$ cat src/rtl/fp_add_pipe.sv
// rtl/fp_add_pipe.sv - three-stage pipelined floating-point adder (flush-to-zero, truncation).
// Optional macro FPADD_SUB_EN adds a 'sub' input that negates b (computes a-b).
module fp_add_pipe #(
  parameter int EXP_W = 8,
  parameter int MAN_W = 23
) (
  input  logic                   clk,
  input  logic                   rst,
  input  logic                   in_valid,
  output logic                   in_ready,
  input  logic [EXP_W+MAN_W:0]   a,
  input  logic [EXP_W+MAN_W:0]   b,
`ifdef FPADD_SUB_EN
  input  logic                   sub,
`endif
  output logic                   out_valid,
  input  logic                   out_ready,
  output logic [EXP_W+MAN_W:0]   result,
  output logic                   ovf,
  output logic                   zero
);

  localparam int W    = 1 + EXP_W + MAN_W;
  localparam int MG   = MAN_W + 2;  // hidden bit + fraction + guard bit
  localparam int EMAX = (1 << EXP_W) - 1;

  logic advance;
  assign advance  = !out_valid || out_ready;
  assign in_ready = advance;

  // ---------------- S1: unpack / compare / align ----------------
  logic [W-1:0]     bx;
  logic             sa, sbx, a_nan, b_nan, a_inf, b_inf, swap;
  logic [EXP_W-1:0] ea, eb, e_big, e_sml, diff;
  logic [MAN_W-1:0] fa, fb;
  logic [MG-1:0]    ma, mb, m_big, m_sml, m_aln;
  int               sh;

`ifdef FPADD_SUB_EN
  assign bx = {b[W-1] ^ sub, b[W-2:0]};
`else
  assign bx = b;
`endif

  assign sa    = a[W-1];
  assign sbx   = bx[W-1];
  assign ea    = a[W-2:MAN_W];
  assign eb    = bx[W-2:MAN_W];
  assign fa    = a[MAN_W-1:0];
  assign fb    = bx[MAN_W-1:0];
  assign a_nan = (&ea) && (|fa);
  assign b_nan = (&eb) && (|fb);
  assign a_inf = (&ea) && !(|fa);
  assign b_inf = (&eb) && !(|fb);
  assign ma    = (ea == '0) ? '0 : {1'b1, fa, 1'b0};
  assign mb    = (eb == '0) ? '0 : {1'b1, fb, 1'b0};
  assign swap  = {ea, ma} < {eb, mb};
  assign e_big = swap ? eb : ea;
  assign e_sml = swap ? ea : eb;
  assign m_big = swap ? mb : ma;
  assign m_sml = swap ? ma : mb;
  assign diff  = e_big - e_sml;
  assign sh    = int'(diff);
  assign m_aln = (sh >= MG) ? '0 : (m_sml >> diff);

  logic             v1, nan1, inf1, infs1, bz1, sign1, esub1;
  logic [EXP_W-1:0] exp1;
  logic [MG-1:0]    mb1, ms1;

  always_ff @(posedge clk or posedge rst) begin
    if (rst)          v1 <= 1'b0;
    else if (advance) v1 <= in_valid;
  end

  always_ff @(posedge clk) begin
    if (advance) begin
      nan1  <= a_nan || b_nan || (a_inf && b_inf && (sa != sbx));
      inf1  <= a_inf || b_inf;
      infs1 <= a_inf ? sa : sbx;
      bz1   <= (ea == '0) && (eb == '0);
      // Two zeros keep a negative sign only when both are negative.
      sign1 <= ((ea == '0) && (eb == '0)) ? (sa && sbx) : (swap ? sbx : sa);
      esub1 <= sa ^ sbx;
      exp1  <= e_big;
      mb1   <= m_big;
      ms1   <= m_aln;
    end
  end

  // ---------------- S2: signed magnitude add ----------------
  logic             v2, nan2, inf2, infs2, bz2, sign2;
  logic [EXP_W-1:0] exp2;
  logic [MG:0]      sum2;

  always_ff @(posedge clk or posedge rst) begin
    if (rst)          v2 <= 1'b0;
    else if (advance) v2 <= v1;
  end

  always_ff @(posedge clk) begin
    if (advance) begin
      nan2  <= nan1;
      inf2  <= inf1;
      infs2 <= infs1;
      bz2   <= bz1;
      sign2 <= sign1;
      exp2  <= exp1;
      // Base magnitude is never smaller than the aligned operand, so no borrow.
      sum2  <= esub1 ? ({1'b0, mb1} - {1'b0, ms1}) : ({1'b0, mb1} + {1'b0, ms1});
    end
  end

  // ---------------- S3: normalise / pack / flags ----------------
  logic [W-1:0]     res_c;
  logic             ovf_c, zero_c;
  logic [MAN_W-1:0] frac;
  int               p, en;

  always_comb begin
    res_c  = '0;
    ovf_c  = 1'b0;
    zero_c = 1'b0;
    p      = 0;
    for (int i = 0; i <= MG; i++) begin
      if (sum2[i]) p = i;
    end
    en   = int'(exp2) + p - (MG - 1);
    frac = MAN_W'((sum2 << (MG - p)) >> 2);
    if (nan2) begin
      res_c = {1'b0, {EXP_W{1'b1}}, 1'b1, {(MAN_W-1){1'b0}}};
    end else if (inf2) begin
      res_c = {infs2, {EXP_W{1'b1}}, {MAN_W{1'b0}}};
    end else if (bz2) begin
      res_c  = {sign2, {(W-1){1'b0}}};
      zero_c = 1'b1;
    end else if (sum2 == '0) begin
      zero_c = 1'b1;
    end else if (en >= EMAX) begin
      res_c = {sign2, {EXP_W{1'b1}}, {MAN_W{1'b0}}};
      ovf_c = 1'b1;
    end else if (en <= 0) begin
      res_c  = {sign2, {(W-1){1'b0}}};
      zero_c = 1'b1;
    end else begin
      res_c = {sign2, EXP_W'(en), frac};
    end
  end

  always_ff @(posedge clk or posedge rst) begin
    if (rst) begin
      out_valid <= 1'b0;
      result    <= '0;
      ovf       <= 1'b0;
      zero      <= 1'b0;
    end else if (advance) begin
      out_valid <= v2;
      result    <= res_c;
      ovf       <= ovf_c;
      zero      <= zero_c;
    end
  end

endmodule

$ cat config.mk
export PLATFORM = sky130hd
export DESIGN_NAME = fp_add_pipe
export DESIGN_NICKNAME = d
export VERILOG_FILES = /design/src/rtl/fp_add_pipe.sv
export SDC_FILE = /design/constraint.sdc
export NUM_CORES = 1
export LEC_CHECK = 0
export CORE_UTILIZATION = 40
export DETAILED_ROUTE_END_ITERATION = 7
export HOLD_SLACK_MARGIN = 0.03
export PLACE_DENSITY = 0.65
export SYNTH_ARGS = -nofsm -noshare
export SYNTH_HDL_FRONTEND = slang
export SYNTH_SLANG_ARGS = --single-unit
$ cat constraint.sdc
create_clock -name clk -period 6.07 [get_ports clk]
set_input_delay 1.214 -clock clk [delete_from_list [all_inputs] [get_ports clk]]
set_output_delay 1.214 -clock clk [all_outputs]
set_load 0.01 [all_outputs]
==> results.py <==
metrics = {
    "power": {
        "p_sw_share_pct": 43.8,
        "power_switching_mw": 3.06,
        "ir_drop_uv": 252,
        "pwr-share-comb_pct": 60.9,
        "p_seq_share_pct": 24.1,
        "internal_power_mw": 3.93,
        "power_frac_clock_pct": 15.0,
        "p_total_mw": 7.00,
        "p_leak_nw": 6.26,
        "p_per_area_mw_per_mm2": 470,
    },
    "cts": {
        "clk_latency_ns": 0.43,
        "cts.htree.levels": 4,
        "postCtsSetupBuffers": 0,
        "cts-root-buf": "clkbuf_16",
        "cts_tree": "done",
        "cts_resized": 0,
        "hold_buffers": 0,
        "clockBufferDepth": 2,
        "cts_sinks": 139,
        "cts_made_buffers": 17,
        "path_clk_slew_ns": 0.06,
    },
    "sta": {
        "hold_viol": 0,
        "post-route-period-util_pct": 95.6,
        "rsz0062_at_grt": "yes",
        "fmax_mhz": 172,
        "drv_slew": 0,
        "relSlewSlack_pct": 41.2,
        "min_period_ns": 5.80,
        "worstMarginPinSlew_ns": 0.882,
        "skew_ns": 0.0104,
        "setup_viol": 0,
        "finalSetupTns_ns": 0,
        "whs_ns": 0.418,
    },
    "final_layout": {
        "num_antenna_cells": 0,
        "multiInputGateArea_sq_mm": 0.00725,
        "drive_above_1_share_pct": 19.7,
        "synthToLayoutAreaGrowth_pct": 27.2,
        "finalNonFillerCells": 1888,
        "nFillCells": 2649,
        "final_area_sq_mm": 0.0149,
        "nNetsFinal": 1637,
        "seq_area_sq_mm": 0.00399,
    },
    "grt": {
        "grt_pass1_vias": 10405,
        "grt_max_degree": 64,
        "grt_antenna_before_repair": 0,
        "grtUsageTotal_pct": 22.5,
        "gr-total-overflow": 0,
        "grt_pass1_wl_um": 54000,
    },
    "critical_path": {
        "critPathCapture": "ms1[5]$_SDFFCE_PP0P_",
        "rr_endpoint": "result[14]$_DFFE_PP0P_",
        "r2r_start": "sum2[19]$_DFFE_PP_",
        "worstSetupStartpoint": "b[27]",
        "required_ns": 6.24,
        "cp-end-kind": "flop",
        "critPathLaunchType": "input pin",
        "arrival_ns": 5.98,
        "r2r_cells": 25,
        "path_class": "input pin to flop",
        "timing.reg2reg.setup_slack_ns": 0.90,
        "critPathMaxFanout": 15,
    },
    "route": {
        "route.detailed.drc": 0,
        "wl_um": 33200,
        "viasPerCell": 5.62,
        "routed-via-count": 10611,
        "wl_per_cell_um": 17.6,
        "final_antenna_net_count": 0,
        "drt-initial-drc-count": 753,
        "dr.pass1.iters": 5,
    },
    "placed_design": {
        "gp_congestion": 0.985,
        "postPlaceCellArea_sq_mm": 0.0142,
        "io_buffer_count": 103,
        "placedCellCount": 1856,
        "hpwl_um": 27000,
    },
    "synth": {
        "synth_area_per_cell_sq_um": 9.23,
        "synth_warnings": 0,
        "synth-compound-area-share_pct": 17.5,
        "synth_cell_types": 84,
        "synthMuxAreaShare_pct": 12.4,
        "yosysTopAreaCell": "edfxtp_1",
        "synth_xor_area_share_pct": 4.62,
        "synth-simple-area-share_pct": 18.3,
        "synth_nets": 1413,
        "synthCells": 1267,
        "ys_seq_area_share_pct": 34.1,
        "synth_edf_count": 102,
        "synthArstFlopShare_pct": 26.6,
        "ys_ff_latch": 139,
        "synth_fa_ha_area_share_pct": 8.48,
        "synth_top_family_by_area": "simple AND/OR/NAND/NOR gates",
        "netlist.area_leader.share_pct": 26.2,
        "synth_area_leaders": "edfxtp_1, ha_1, dfrtp_1",
        "synthFlopType": "edfxtp_1",
        "netlist_area_sq_mm": 0.0117,
    },
    "floorplan": {
        "die_h_um": 173,
        "die_area_sq_mm": 0.0299,
        "start_util_pct": 40.7,
        "ioPinCount": 104,
        "die_x_um": 173,
        "core_sq_mm": 0.0287,
        "rows": 62,
    },
    "flow_run": {
        "drv_cap": 0,
    },
    "outcome": {
        "outcome": "finished, final reports clean",
    },
    "hold_path": {
        "hold_class": "flop to flop",
    },
}
[placed cells by master (no fill, tap or decap), drive strengths merged, types with 34 or more instances in the layout]
cell type and n:
buf 161, clkdlybuf4s50 103, nor3 47, inv 84, o21ai 101, ha 76, dfrtp 37, nand3 34
xnor2 50, nor2 92, nand2 163, mux4 36, a21oi 80, mux2i 52, edfxtp 102
[how the worst min path moves through the flow]
stage | from | end | slack [ns] | cells after the start
after floorplan | bz1$_DFFE_PP_ | bz2$_DFFE_PP_ | 0.40 | 0
after global placement | bz1$_DFFE_PP_ | bz2$_DFFE_PP_ | 0.40 | 0
after detailed placement | exp1[1]$_DFFE_PP_ | exp2[1]$_DFFE_PP_ | 0.40 | 0
after CTS | exp1[1]$_DFFE_PP_ | exp2[1]$_DFFE_PP_ | 0.42 | 0
after global routing | exp1[3]$_DFFE_PP_ | exp2[3]$_DFFE_PP_ | 0.42 | 0
final | exp1[1]$_DFFE_PP_ | exp2[1]$_DFFE_PP_ | 0.42 | 0
[cells by family after synthesis]
| kind of cell | after synthesis |
|---|---|
| AND/OR/NAND/NOR | 443 |
| AO/OA/AOI/OAI | 314 |
| flip-flops | 139 |
| buffers and inverters | 134 |
| multiplexers | 99 |
| adder cells (fa/ha/maj) | 78 |
| XOR/XNOR | 60 |
[cells in the mapped netlist (4+ instances only)]
master and count:
nand2_1 162, edfxtp_1 102, o21ai_0 98, nor2_1 90
a21oi_1 80, ha_1 76, inv_1 73, mux2i_1 52
xnor2_1 48, nor3_1 46, clkbuf_1 42, dfrtp_1 37
mux4_2 36, nand3_1 34, nor4_1 24, nand4_1 15
nor2b_1 14, o21bai_1 11, a211oi_1 10, a21o_1 10
a31oi_1 10, buf_2 10, mux2_2 10, o31ai_1 10
xor2_1 10, o221a_2 9, a22o_1 7, a32oi_1 7
and3_1 7, nand2b_1 7, and2_1 6, or2_2 6
or3_1 6, a22oi_1 5, o221ai_1 5, a21boi_0 4
a31o_2 4, nand3b_1 4, o211a_1 4, o211ai_1 4
o22ai_1 4, o31a_1 4
[power by group through the flow]
stage	logic, mW	registers (mW)	clock network (mW)
detailed placement	4.21	1.70	0
global placement	4.14	1.69	0
CTS	4.23	1.68	1.07
floorplan	3.03	1.64	0
finish	4.26	1.68	1.05
global route	4.67	1.72	1.11
[critical path: stages]
cell             delay (ns)
clkdlybuf4s50_1        0.42
or4_1                  0.54
or2_4                  0.35
nand2_2                0.11
ha_1                   0.14
nand4_1                0.13
or4_4                  0.52
nand3b_4               0.17
buf_4                  0.14
a311oi_4               0.33
nor2_2                 0.10
a22oi_2                0.17
ha_1                   0.27
inv_2                  0.20
buf_4                  0.16
mux4_2                 0.31
mux2i_1                0.28
nor2_1                 0.09
a221oi_2               0.24
nor3_1                 0.08
[flip-flops by register name (all words and copies together) (netlist names)]
signal and flops:
v1 1, sign2 1, zero 1, inf1 1, out_valid 1, infs1 1
exp1 8, nan2 1, sum2 26, bz1 1, mb1 24, infs2 1
v2 1, ovf 1, bz2 1, ms1 25, inf2 1, nan1 1
sign1 1, result 32, esub1 1, exp2 8
[area by class of cell]
class	instances	share of cell area, %
clock buffers	17	2.86
clock inverters	15	1.19
inverters	75	1.91
multi-input cells	994	48.7
flip-flops and latches	139	26.8
well taps	384	3.23
repair buffers	264	15.3
[layer usage]
layer  up-vias  routed length [um]  global-route usage [%]
met5         -                   0                       0
li1       5184                   -                       -
met3        64                1290                    2.13
met1      5030               14300                    28.4
met4         0                1060                    9.48
met2       333               16500                    39.2
[metrics by stage]
| stage | worst slack [ns] | util, % |
|---|---|---|
| finish | 0.265 | 51.8 |
| floorplan | 0.00803 | - |
| global placement | -0.314 | 49.6 |
| CTS | 0.114 | 51.7 |
| detailed placement | -0.314 | 49.6 |
| global route | -0.0158 | 51.8 |
Note: power is estimated with default switching activity, not from simulation.
